<file path="config.mk">
export PLATFORM = sky130hd
export DESIGN_NAME = keypad_scanner
export DESIGN_NICKNAME = d
export VERILOG_FILES = /design/src/rtl/elevator_pkg.sv /design/src/rtl/keypad_scanner_sync_2ff.sv /design/src/rtl/keypad_scanner.sv
export SDC_FILE = /design/constraint.sdc
export NUM_CORES = 1
export LEC_CHECK = 0
export BUFFER_PORTS_ARGS = -buffer_cell sky130_fd_sc_hd__buf_2
export CORE_UTILIZATION = 30
export DETAILED_ROUTE_END_ITERATION = 7
export PLACE_DENSITY = 0.5
export SYNTH_ARGS = -nofsm -noshare
export SYNTH_HDL_FRONTEND = slang
export SYNTH_SLANG_ARGS = --single-unit
</file>
<file path="constraint.sdc">
create_clock -name clk -period 3 [get_ports clk]
set_clock_uncertainty 0.2 [all_clocks]
set_input_delay 0.6 -clock clk [delete_from_list [all_inputs] [get_ports clk]]
set_output_delay 0.6 -clock clk [all_outputs]
set_load 0.03 [all_outputs]
</file>
<file path="src/rtl/elevator_pkg.sv">
// Shared types for the elevator button path: key codes, keypad scanner states, matrix geometry
// and the row priority encoder used by keypad_scanner.
package elevator_pkg;

  localparam int NUM_ROWS = 4;
  localparam int NUM_COLS = 4;

  typedef enum logic [3:0] {
    STOP   = 4'hA,
    RESUME = 4'hB,
    UP     = 4'hC,
    DOWN   = 4'hD,
    ESCAPE = 4'hE,
    ENTER  = 4'hF
  } button_e;

  typedef enum logic [1:0] {
    SCAN,
    DEBOUNCE,
    EMIT,
    HELD
  } scan_state_e;

  // Key code {row, col}; when several rows are down the highest row wins.
  function automatic logic [3:0] encode_key(input logic [3:0] rs, input logic [1:0] col);
    logic [1:0] row;
    row = 2'd0;
    for (int r = 0; r < NUM_ROWS; r++) begin
      if (rs[r]) row = 2'(r);
    end
    return {row, col};
  endfunction

endpackage

</file>
<file path="src/rtl/keypad_scanner_sync_2ff.sv">
// Two-flop synchroniser for asynchronous level inputs; reset value is selectable so
// pulled-up lines come out of reset in their idle state.
module sync_2ff #(
  parameter int               WIDTH   = 4,
  parameter logic [WIDTH-1:0] RST_VAL = '0
) (
  input  logic             clk,
  input  logic             rst,
  input  logic [WIDTH-1:0] d,
  output logic [WIDTH-1:0] q
);

  logic [WIDTH-1:0] meta_q;
  logic [WIDTH-1:0] sync_q;

  always_ff @(posedge clk or posedge rst) begin
    if (rst) begin
      meta_q <= RST_VAL;
      sync_q <= RST_VAL;
    end else begin
      meta_q <= d;
      sync_q <= meta_q;
    end
  end

  assign q = sync_q;

endmodule

</file>
<file path="src/rtl/keypad_scanner.sv">
// 4x4 active-low keypad scanner: column scan, debounce, one priority-encoded strobe per press.
// Define KEYPAD_REPEAT_EN to add auto-repeat of the UP/DOWN codes while held.
module keypad_scanner
  import elevator_pkg::*;
#(
  parameter int SCAN_DIV        = 1000,
  parameter int DEBOUNCE_CYCLES = 16,
  parameter int REPEAT_DELAY    = 50000,
  parameter int REPEAT_RATE     = 10000
) (
  input  logic       clk,
  input  logic       rst,
  input  logic [3:0] rows,
  output logic [3:0] cols,
  output logic [3:0] buttonBus,
  output logic       pressed
);

  localparam int DW_W = $clog2(SCAN_DIV + 1);
  localparam int DB_W = $clog2(DEBOUNCE_CYCLES + 1);
  localparam logic [DW_W-1:0] DWELL_LAST = DW_W'(SCAN_DIV - 1);
  localparam logic [DB_W-1:0] DB_LAST    = DB_W'(DEBOUNCE_CYCLES - 1);

  if (SCAN_DIV < 4 || DEBOUNCE_CYCLES < 2 || REPEAT_RATE < 2 || REPEAT_DELAY < REPEAT_RATE)
  begin : g_bad_params
    $error("keypad_scanner: parameter out of range");
  end

  logic [3:0] rows_sync;
  logic [3:0] rs;
  logic [3:0] rs_code;

  sync_2ff #(.WIDTH(4), .RST_VAL(4'hF)) u_sync (
    .clk (clk),
    .rst (rst),
    .d   (rows),
    .q   (rows_sync)
  );

  assign rs = ~rows_sync;

  scan_state_e     state_q, state_d;
  logic [1:0]      col_q, col_d;
  logic [DW_W-1:0] dwell_q, dwell_d;
  logic [DB_W-1:0] run_q, run_d;
  logic [3:0]      code_q, code_d;
  logic [3:0]      cols_q, cols_d;
  logic [3:0]      bus_q, bus_d;
  logic            pressed_q, pressed_d;

`ifdef KEYPAD_REPEAT_EN
  localparam int HOLD_W = $clog2(REPEAT_DELAY + 1);
  localparam logic [HOLD_W-1:0] HOLD_MAX = {HOLD_W{1'b1}};
  logic [HOLD_W-1:0] hold_q, hold_d, hold_tgt;
  logic              rep_q, rep_d;

  // The counter clears on the EMIT cycle, so the next pulse lands exactly tgt+2 cycles later.
  assign hold_tgt = rep_q ? HOLD_W'(REPEAT_RATE - 2) : HOLD_W'(REPEAT_DELAY - 2);
`endif

  assign rs_code = encode_key(rs, col_q);

  always_comb begin
    state_d   = state_q;
    col_d     = col_q;
    dwell_d   = dwell_q;
    run_d     = run_q;
    code_d    = code_q;
    pressed_d = 1'b0;
    bus_d     = 4'h0;
`ifdef KEYPAD_REPEAT_EN
    hold_d    = hold_q;
    rep_d     = rep_q;
`endif
    case (state_q)
      SCAN: begin
        if (dwell_q != DWELL_LAST) begin
          dwell_d = dwell_q + 1'b1;
        end else if (rs != 4'h0) begin
          code_d  = rs_code;
          run_d   = '0;
          state_d = DEBOUNCE;
        end else begin
          col_d   = col_q + 2'd1;
          dwell_d = '0;
        end
      end
      DEBOUNCE: begin
        if (rs == 4'h0 || rs_code != code_q) begin
          state_d = SCAN;
          col_d   = col_q + 2'd1;
          dwell_d = '0;
        end else if (run_q == DB_LAST) begin
          state_d   = EMIT;
          pressed_d = 1'b1;
          bus_d     = code_q;
        end else begin
          run_d = run_q + 1'b1;
        end
      end
      EMIT: begin
        state_d = HELD;
        run_d   = '0;
`ifdef KEYPAD_REPEAT_EN
        hold_d  = '0;
`endif
      end
      HELD: begin
        if (rs == 4'h0) begin
          if (run_q == DB_LAST) begin
            state_d = SCAN;
            col_d   = col_q + 2'd1;
            dwell_d = '0;
          end else begin
            run_d = run_q + 1'b1;
          end
`ifdef KEYPAD_REPEAT_EN
          hold_d = '0;
          rep_d  = 1'b0;
`endif
        end else begin
          run_d = '0;
`ifdef KEYPAD_REPEAT_EN
          if ((code_q == UP || code_q == DOWN) && hold_q == hold_tgt) begin
            state_d   = EMIT;
            pressed_d = 1'b1;
            bus_d     = code_q;
            rep_d     = 1'b1;
          end else if (hold_q != HOLD_MAX) begin
            hold_d = hold_q + 1'b1;
          end
`endif
        end
      end
      default: state_d = SCAN;
    endcase
    cols_d = ~(4'b0001 << col_d);
  end

  always_ff @(posedge clk or posedge rst) begin
    if (rst) begin
      state_q   <= SCAN;
      col_q     <= 2'd0;
      dwell_q   <= '0;
      run_q     <= '0;
      code_q    <= 4'h0;
      cols_q    <= 4'b1110;
      bus_q     <= 4'h0;
      pressed_q <= 1'b0;
`ifdef KEYPAD_REPEAT_EN
      hold_q    <= '0;
      rep_q     <= 1'b0;
`endif
    end else begin
      state_q   <= state_d;
      col_q     <= col_d;
      dwell_q   <= dwell_d;
      run_q     <= run_d;
      code_q    <= code_d;
      cols_q    <= cols_d;
      bus_q     <= bus_d;
      pressed_q <= pressed_d;
`ifdef KEYPAD_REPEAT_EN
      hold_q    <= hold_d;
      rep_q     <= rep_d;
`endif
    end
  end

  assign cols      = cols_q;
  assign buttonBus = bus_q;
  assign pressed   = pressed_q;

endmodule

</file>
; After elaboration in Yosys (flattened, before gate mapping)
; Index checks and enable logic that the tools add are counted.
[totals]
register_bits = 40
output_inout_bits = 9
elab_cells = 74
[op_classes]
n_addsub = 3
n_eq_ne = 14
shifts = 1
n_mux = 34
bitwise_logic = 3
reduce_logical = 9
[ops]
columns = operator, n
row1 = $mux 10, 5
row2 = $pmux 10 s3, 1
row3 = $mux 2, 13
row4 = $mux 5, 5
row5 = $pmux 5 s4, 1
row6 = $mux 4, 3
row7 = $ne 2x2->1 const B, 6
row8 = $add 10x1->10 const B, 1
row9 = $ne 10x10->1 const B, 1
row10 = $reduce_and 5->1, 2
row11 = $not 4->4, 2
row12 = $pmux 2 s4, 1
row13 = $ne 3x3->1 const B, 2
row14 = $pmux 2 s3, 1
row15 = $reduce_and 3->1, 2
row16 = $add 5x1->5 const B, 1
row17 = $eq 5x4->1 const B, 1
row18 = $eq 2x2->1 const B, 2
row19 = $logic_not 4->1, 1
row20 = $mux 1, 4
row21 = $ne 4x4->1, 1
row22 = $reduce_bool 4->1, 1
row23 = $shl 1x2->4 const A, 1
row24 = $reduce_bool 3->1, 1
row25 = other kinds (5), 5

; Logic depth before layout (Yosys ltp)
; Gate-level depths: netlist of the first run.
[logic_depth]
word_depth = 10
ltp_mapped = 8
depth_no_buf = 6

; By module
; A second synthesis of the first run with hierarchy kept.
[hier_totals]
hier_cells = 180
hier_area_um2 = 1955.6
[by_module_without_submodules]
columns = mod, instances, cells_per_inst, area_per_inst_um2
row1 = keypad_scanner, 1, 171, 1741.7
row2 = sync_2ff, 1, 9, 214.0

; Least setup slack after synthesis of the first run
; No wires, ideal clock.
[synth_path]
kind = flip-flop to flip-flop
from = register u_sync.sync_q[2] (netlist: u_sync.q[2])
to = register dwell_q[9]
setup_ns = 0.124
arrival_time_ns = 2.014
t_required_ns = 2.676
path_slack_ns = 0.662
path_stages_with_launch = 8
path_buffers = 2
cell_sequence = dfstp_2 -> buf_4 -> nand4_4 -> o41ai_2 -> nand2b_1 -> buf_6 -> or4_1 -> a211o_1
[synth_via]
elab_chain_cells = 7
[synth_rtl]
columns = element, line_no
row1 = start: declaration, keypad_scanner_sync_2ff.sv:14  ; logic [WIDTH-1:0] sync_q;
row2 = start signal: assignment, keypad_scanner_sync_2ff.sv:22  ; sync_q <= meta_q;
row3 = $not 4->4 *, keypad_scanner.sv:40  ; assign rs = ~rows_sync;
row4 = $mux 2 (2 in a row), elevator_pkg.sv:29  ; if (rs[r]) row = 2'(r);
row5 = $ne 4x4->1, keypad_scanner.sv:89  ; if (rs == 4'h0 || rs_code != code_q) begin
row6 = $logic_or 1x1->1, keypad_scanner.sv:89
row7 = $ne 2x2->1 (no source line), n/a
row8 = $reduce_and 5->1 (no source line) *, n/a
row9 = end signal: assignment, keypad_scanner.sv:157  ; dwell_q <= dwell_d;
row10 = end: declaration, keypad_scanner.sv:44  ; logic [DW_W-1:0] dwell_q, dwell_d;
; Every way passes the cells marked *; elsewhere a longest branch is shown, timed or not.
; A chain may end at the register's enable or synchronous reset.

; Worst setup path in the final report of the first run
[layout_path]
from = register u_sync.sync_q[2] (netlist: u_sync.q[2])
to = register bus_q[3] (netlist: buttonBus[3])
[layout_via]
elab_chain_cells = 7
[layout_rtl]
columns = element, line_no
row1 = $not 4->4 *, keypad_scanner.sv:40
row2 = $mux 2 (2 in a row), elevator_pkg.sv:29
row3 = $ne 4x4->1, keypad_scanner.sv:89
row4 = $logic_or 1x1->1 *, keypad_scanner.sv:89
row5 = $mux 4 *, keypad_scanner.sv:89
row6 = $mux 4 *, keypad_scanner.sv:75  ; case (state_q)
row7 = named net bus_d[3], keypad_scanner.sv:48  ; logic [3:0] bus_q, bus_d;
row8 = end signal: assignment, keypad_scanner.sv:161  ; bus_q <= bus_d;
row9 = end: declaration, keypad_scanner.sv:48
; Mark *: on every way through the listed nets, which the timed path passes. The rest lies on a longest branch.

==> run_results.csv, run 1 <==
group,metric,value,unit
run_status,status,"finished clean",
critical_path,worstSetupStartpointType,"register",
floorplan,io_pins,15,
critical_path,crit_arrival,2.55,ns
power_and_ir_drop,powerDensity,434,nW/um^2
detailed_routing,via_count,1437,
critical_path,cp.required,3.03,ns
critical_path,r2r_slack,0.49,ns
cts,htreeDepth,2,
floorplan,start_util,31.2,%
sta,relSlewSlack,59.9,%
synth,netlist_instances,183,
finish,drive_above_1_share,27.5,%
floorplan,die_h,83.4,um
finish,nets,207,
sta,max_freq,0.398,GHz
synth,yosysWarnings,0,
sta,post-route-period-util,83.8,%
sta,hold_viol_final,0,
synth,ys_types,52,
detailed_routing,routed_wl,3730,um
power_and_ir_drop,cellLeakagePower,0.969,nW
critical_path,rr_endpoint,"buttonBus[3]$_DFF_PP0_",
placement,place_inst,269,
power_and_ir_drop,p_clk_share,39.6,%
synth,syn-cell-area,1990,um^2
synth,ys_seq_area_share,51.0,%
synth,synth_edf_count,0,
power_and_ir_drop,internal_power,0.744,mW
global_route,grt_pass1_wl,6670,um
power_and_ir_drop,swShare,22.6,%
cts,clk_pin_slew,0.08,ns
cts,clk_latency,0.30,ns
finish,stdcell_count,277,
detailed_routing,drtIter0Drc,72,
power_and_ir_drop,peakVddDrop,0.189,mV
synth,synth_nets,191,
finish,nFillCells,657,
global_route,gr-total-overflow,0,
placement,dp_hpwl,2590,um
finish,antennaDiodeCount,0,
power_and_ir_drop,p_comb_share,2.5,%
synth,async_flop_share,100,%
global_route,grt_max_degree,41,
global_route,antenna_found_initial,0,
finish,area_growth,11.3,%
critical_path,reg2regPathDepth,5,
sta,finalSetupViolCount,0,
detailed_routing,first_pass_iters,4,
placement,port_buffers,14,
cts,ctsHoldBuffers,0,
floorplan,std_cell_rows,29,
cts,cts_resized,0,
sta,fin_tns_setup,0,ns
critical_path,crit_slowest_cell,"dfstp_2",
cts,cts_post_setup_buffers_inserted,0,
critical_path,crit_end,"buttonBus[3]$_DFF_PP0_",
sta,tightestPinTransition,0.597,ns
detailed_routing,drtAntennaViolNets,0,
global_route,grt_pass1_vias,1370,
job,cap_violations,0,
finish,regArea,1010,um^2
detailed_routing,wl_per_cell,13.5,um
sta,period_needed,2.51,ns
sta,drv_slew,0,
floorplan,die_area,6960,um^2
power_and_ir_drop,totalPowerFinal,0.960,mW
floorplan,core-area,6390,um^2
cts,cts.sinks,40,
critical_path,critPathMaxFanout,8,
power_and_ir_drop,power.switching,0.217,mW
sta,rsz0062_at_grt,"no",
critical_path,critical-path-max-stage-delay,0.62,ns
cts,cts_root_buf,"clkbuf_8",
detailed_routing,drc_errors,0,
critical_path,cp-end-kind,"register",
placement,gp_congestion,0.768,
power_and_ir_drop,p_seq_share,57.9,%
synth,synth_top_flop_cell,"dfrtp_1",
global_route,grt_use_total,12.0,%
critical_path,r2r-start,"u_sync.q[2]$_DFF_PP1_",
min_path,hp-class,"reg2reg",
critical_path,path_cells,"or3b_2 > a21boi_0 > o21ai_1 > nor4_2 > and2_1",
finish,multi_input_area,872,um^2
cts,cts_made_buffers,5,
synth,ys_ff_latch,40,
detailed_routing,via_per_inst,5.19,
synth,syn_area_per_cell,10.9,um^2
cts,cts_tree,"done",
cts,cts_buffer_depth,2,
critical_path,startpoint,"u_sync.q[2]$_DFF_PP1_",
floorplan,die_x,83.4,um
critical_path,crit_type,"reg2reg",
## synth_stat cells, drive strengths merged (2+ instances only)
library cell / number / area (um^2)
mux2: 4 / 45.0
xor2: 2 / 17.5
dfstp: 11 / 289
ha: 2 / 25.0
nor3: 5 / 25.0
dfrtp: 29 / 726
nand4: 4 / 40.0
or2b: 2 / 15.0
or3b: 2 / 17.5
inv: 11 / 41.3
nand3: 7 / 35.0
a21oi: 8 / 40.0
nor4: 4 / 31.3
or4: 9 / 67.6
or2: 7 / 43.8
buf: 7 / 57.6
mux2i: 2 / 20.0
nor2: 6 / 22.5
o21ai: 8 / 40.0
a21boi: 2 / 15.0
o31ai: 7 / 52.6
nand2: 7 / 26.3
nand4b: 2 / 17.5
o41ai: 2 / 25.0
nand2b: 3 / 18.8
or3: 5 / 31.3
and2: 6 / 37.5
## metrics by stage
stage / hold slack, ns / util, % / area (um^2) / worst slack [ns]
after floorplan: 0.145 / - / 1990 / 0.662
after global placement: 0.146 / 33.2 / 2120 / 0.565
after detailed placement: 0.147 / 33.2 / 2120 / 0.497
after CTS: 0.160 / 34.7 / 2210 / 0.488
after global routing: 0.165 / 34.7 / 2210 / 0.292
final: 0.158 / 34.7 / 2210 / 0.485
## logic make-up (layout without fill, tap and decap cells)
group	count (synthesis)	after routing	share of synthesized area, %
XOR/XNOR	3	3	1.32
buffers and inverters	19	36	5.16
multiplexers	6	6	3.27
adder cells (fa/ha/maj)	2	2	1.26
AO/OA/AOI/OAI	40	40	14.8
AND/OR/NAND/NOR	73	73	23.2
flip-flops	40	40	51.0
## routing by layer
layer | track usage, % | part of all wire [%] | wire length, um
met1 | 16.2 | 49 | 1840
met2 | 17.9 | 45 | 1690
met3 | 3.78 | 3.7 | 139
met4 | 4.93 | 1.6 | 59
met5 | 0 | 0 | 0
## power by group through the flow
stage	registers, mW	logic (mW)	clock network [mW]
5_1_grt	0.557	0.0286	0.428
3_3_place_gp	0.566	0.0252	0
2_1_floorplan	0.562	0.0209	0
3_5_place_dp	0.566	0.0257	0
6_report	0.556	0.0243	0.380
4_1_cts	0.556	0.0257	0.402
## worst max-delay path: cells and delay by family, from the launching register on
kind             cells  cell delay (ns)
AND/OR/NAND/NOR      3             1.25
AO/OA/AOI/OAI        2             0.38
flip-flops           1             0.62
## how the worst min path moves through the flow
| stage | slack, ns | start | cells past startpoint | end |
|---|---|---|---|---|
| 3_5_place_dp | 0.15 | u_sync.meta_q[2]$_DFF_PP1_ | 0 | u_sync.q[2]$_DFF_PP1_ |
| 2_1_floorplan | 0.15 | u_sync.meta_q[0]$_DFF_PP1_ | 0 | u_sync.q[0]$_DFF_PP1_ |
| 5_1_grt | 0.16 | u_sync.meta_q[2]$_DFF_PP1_ | 0 | u_sync.q[2]$_DFF_PP1_ |
| 4_1_cts | 0.16 | u_sync.meta_q[2]$_DFF_PP1_ | 0 | u_sync.q[2]$_DFF_PP1_ |
| 6_report | 0.16 | u_sync.meta_q[1]$_DFF_PP1_ | 0 | u_sync.q[1]$_DFF_PP1_ |
| 3_3_place_gp | 0.15 | u_sync.meta_q[1]$_DFF_PP1_ | 0 | u_sync.q[1]$_DFF_PP1_ |
## cells in the final DEF, fill, tap and decap left out, types with 3 or more instances in the layout
cell type | netlist | layout
nor2_1 | 6 | 6
inv_1 | 11 | 11
nor4_1 | 3 | 3
clkbuf_8 | 0 | 6
nor3_1 | 5 | 5
buf_4 | 4 | 3
o21ai_0 | 7 | 7
or2_2 | 7 | 7
nand3_1 | 7 | 7
dfrtp_1 | 29 | 29
nand2_1 | 7 | 7
mux2_2 | 4 | 4
or3_1 | 5 | 5
and2_1 | 6 | 6
a21oi_1 | 8 | 8
nand4_1 | 3 | 3
dfstp_2 | 11 | 11
or4_1 | 9 | 9
o31ai_1 | 7 | 7
buf_2 | 1 | 14
nand2b_1 | 3 | 3
## layout make-up
cell class,instances,area share [%]
Tap cell,77,4.35
Timing Repair Buffer,17,4.18
Clock inverter,2,0.678
Inverter,11,1.86
Sequential cell,40,45.8
Multi-Input combinational cell,124,39.4
Clock buffer,6,3.73
## registers in the layout, indices dropped and copies added (netlist names), named ones only
signal	count
dwell_q	10
run_q	5
buttonBus	4
code_q	4
cols	4
u_sync.meta_q	4
u_sync.q	4
col_q	2
pressed	1
state_q	1
(Power assumes the default switching activity.)
==> run 2: changes to the inputs <==
Settings changed: ABC_AREA set to 1, PLACE_DENSITY 0.5 to 0.51.
Clock period 3 ns to 2.25 ns, I/O delays scaled along.
==> run 2 against run 1 <==
  * Cell area increased by 5.5%
  * Utilization increased by 1.7 points
  * Highest routed layer unchanged
  * Global-route usage decreased by 0.32 points
  * Setup slack got worse by 0.18 ns
  * Sequential power increased by 32%
  * Clock-buffer cell count unchanged
  * Combinational power increased by 20%
  * Via count increased by 7.5%
  * Clock power increased by 83%
  * Die area increased by 1.7%
==> run_results.csv, run 2 <==
group,metric,value,unit
critical_path,path_cells,"ha_1 > nand2_2 > nor2_4 > nand2_2 > o21a_4 > nor2_8 > inv_2 > nand2_1 > o21ai_1",
placement,place_area,2200,um^2
sta,period_needed,1.95,ns
detailed_routing,drtIter0Drc,82,
global_route,grt_pass1_wl,6630,um
cts,ctsHoldBuffers,0,
finish,area_growth,15.4,%
power_and_ir_drop,p_seq_share,50.4,%
finish,stdcell_area,2340,um^2
synth,ys_types,33,
cts,clk_latency,0.29,ns
finish,drive_above_1_share,25.8,%
floorplan,die_area,7080,um^2
critical_path,cp-end-kind,"register",
synth,ys_ff_latch,40,
power_and_ir_drop,swShare,18.9,%
floorplan,std_cell_rows,29,
placement,port_buffers,14,
global_route,grt_use_total,11.7,%
finish,top_regs,"dwell_q (10), run_q (5)",
placement,place_inst,325,
synth,yosysWarnings,0,
finish,largest-register,"dwell_q",
synth,syn-cell-area,2020,um^2
global_route,grt_pass1_vias,1467,
critical_path,critical-path-max-stage-delay,0.46,ns
synth,yosysTopAreaCell,"dfrtp_1",
synth,ys_seq_area_share,50.1,%
power_and_ir_drop,p_comb_share,2.0,%
min_path,hp-class,"in2reg",
synth,syn_area_per_cell,8.69,um^2
detailed_routing,via_count,1545,
power_and_ir_drop,p_clk_share,47.6,%
synth,yosys-top-cells-area,"dfrtp_1 36%, dfstp_2 14%, nand2_1 11%, inv_1 5.7%, o21ai_2 4.3%",
sta,relSlewSlack,67.3,%
placement,dp_hpwl,2640,um
critical_path,crit_slowest_cell,"dfrtp_1",
critical_path,worstSetupStartpointType,"register",
synth,synth_nets,241,
detailed_routing,via_per_inst,4.64,
sta,max_freq,0.514,GHz
sta,tightestPinTransition,0.490,ns
cts,cts_root_buf,"clkbuf_8",
synth,synth_top_area_share,35.8,%
critical_path,critPathMaxFanout,8,
global_route,gr-total-overflow,0,
cts,cts_buffer_depth,2,
critical_path,cp.required,2.23,ns
sta,hold_viol_final,0,
cts,htreeDepth,2,
power_and_ir_drop,cellLeakagePower,1.07,nW
cts,cts_post_setup_buffers_inserted,0,
finish,largest_reg_flops,10,
detailed_routing,routed_wl,3670,um
power_and_ir_drop,powerDensity,624,nW/um^2
job,cap_violations,0,
floorplan,core-area,6420,um^2
finish,final_core_util,36.4,%
finish,stdcell_count,333,
cts,clk_pin_slew,0.08,ns
power_and_ir_drop,power.switching,0.276,mW
finish,nFillCells,649,
detailed_routing,first_pass_iters,4,
floorplan,io_pins,15,
global_route,grt_max_degree,41,
synth,netlist_instances,233,
synth,synth_top_flop_cell,"dfrtp_1",
cts,cts_resized,0,
synth,synth_edf_count,0,
critical_path,crit_arrival,1.92,ns
cts,cts_tree,"done",
synth,synth_top_cells_by_count,"60 x nand2_1, 31 x inv_1, 29 x dfrtp_1",
sta,post-route-period-util,86.5,%
finish,final_cell_mix,"60 x nand2_1, 31 x inv_1, 29 x dfrtp_1",
run_status,status,"finished clean",
finish,nets,263,
synth,synth_most_common_cell,"nand2_1",
sta,fin_tns_setup,0,ns
critical_path,cp_common_cell,"nand2_2",
critical_path,crit_type,"reg2reg",
floorplan,die_h,84.1,um
sta,rsz0062_at_grt,"no",
cts,cts.sinks,40,
global_route,antenna_found_initial,0,
detailed_routing,wl_per_cell,11.0,um
floorplan,start_util,31.5,%
floorplan,die_x,84.1,um
power_and_ir_drop,internal_power,1.18,mW
detailed_routing,drtAntennaViolNets,0,
placement,gp_congestion,0.775,
detailed_routing,drc_errors,0,
sta,drv_slew,0,
synth,async_flop_share,100,%
power_and_ir_drop,peakVddDrop,0.372,mV
finish,antennaDiodeCount,0,
cts,cts_made_buffers,5,
sta,finalSetupViolCount,0,
finish,mostFrequentLayoutCell,"nand2_1",
[run 2: changes by cell type after synthesis, moves of 5 or more]
cell and delta:
and2_1 -6, inv_1 +20, o31ai_1 -7, nand3_1 +6
nand4_1 +7, or3_1 -5, o21ai_2 +10, nor2_1 +14
or4_1 -9, a21oi_1 -5, nand2_1 +53
[run 2: logic make-up (layout without fill, tap and decap cells)]
kind of cell	after synthesis	count (layout)	synth area share, %
xor gates and xnor gates	1	1	0.433
DFF	40	40	50.1
AOI/OAI and AO/OA	31	31	11.1
buffers and inverters	38	61	8.10
and+or+nand+nor	121	121	29.0
adders and majority gates	2	2	1.24
[run 2: final timing paths]
| kind | from | endpoint | slack, ns | depth (start not counted) |
|---|---|---|---|---|
| min in group asynchronous | rst | dwell_q[3]$_DFFE_PP0P_ | 0.07 | 3 |
| worst min register to register | u_sync.meta_q[3]$_DFF_PP1_ | u_sync.q[3]$_DFF_PP1_ | 0.16 | 0 |
| worst min-delay path | rows[2] | u_sync.meta_q[2]$_DFF_PP1_ | 0.05 | 1 |
| max in group asynchronous | rst | u_sync.meta_q[3]$_DFF_PP1_ | 1.42 | 3 |
| worst max-delay path | dwell_q[0]$_DFFE_PP0P_ | run_q[0]$_DFFE_PP0P_ | 0.30 | 9 |
| worst max register to register | dwell_q[0]$_DFFE_PP0P_ | run_q[0]$_DFFE_PP0P_ | 0.30 | 9 |
[run 2: stage by stage]
step                      setup slack, ns  total power [mW]  hold WS (ns)
final                               0.303              1.46        0.0532
after global routing                0.157              1.52        0.0286
after CTS                           0.288              1.48        0.0414
after detailed placement            0.311             0.779         0.147
after global placement              0.345             0.779         0.146
after floorplan                     0.486             0.767         0.145
[run 2: routing by layer]
layer	share of wire [%]	global-route usage [%]
met2	46	18.5
met5	0	0
met3	2.6	2.95
met1	50	15.2
met4	1.8	5.17
[run 2: power by group through the flow]
stage | clock network [mW] | logic (mW) | registers (mW)
2_1_floorplan | 0 | 0.0193 | 0.748
4_1_cts | 0.718 | 0.0313 | 0.735
6_report | 0.694 | 0.0292 | 0.735
3_5_place_dp | 0 | 0.0312 | 0.748
5_1_grt | 0.752 | 0.0353 | 0.735
3_3_place_gp | 0 | 0.0309 | 0.748
[run 2: cell type report]
cell class | instances | area, um^2 | area share, %
flip-flops and latches | 40 | 1010 | 43.4
multi-input cells | 155 | 846 | 36.2
well taps | 77 | 96.3 | 4.12
clock buffers | 6 | 72.6 | 3.11
repair buffers | 18 | 113 | 4.82
clock inverters | 2 | 60.1 | 2.57
inverters | 35 | 134 | 5.73
[run 2: worst max-delay path: cells and delay by family (launching register included)]
| kind | cells | cell delay [ns] |
|---|---|---|
| AOI/OAI and AO/OA | 2 | 0.30 |
| DFF | 1 | 0.46 |
| adders and majority gates | 1 | 0.22 |
| buffers and inverters | 1 | 0.05 |
| and+or+nand+nor | 5 | 0.59 |
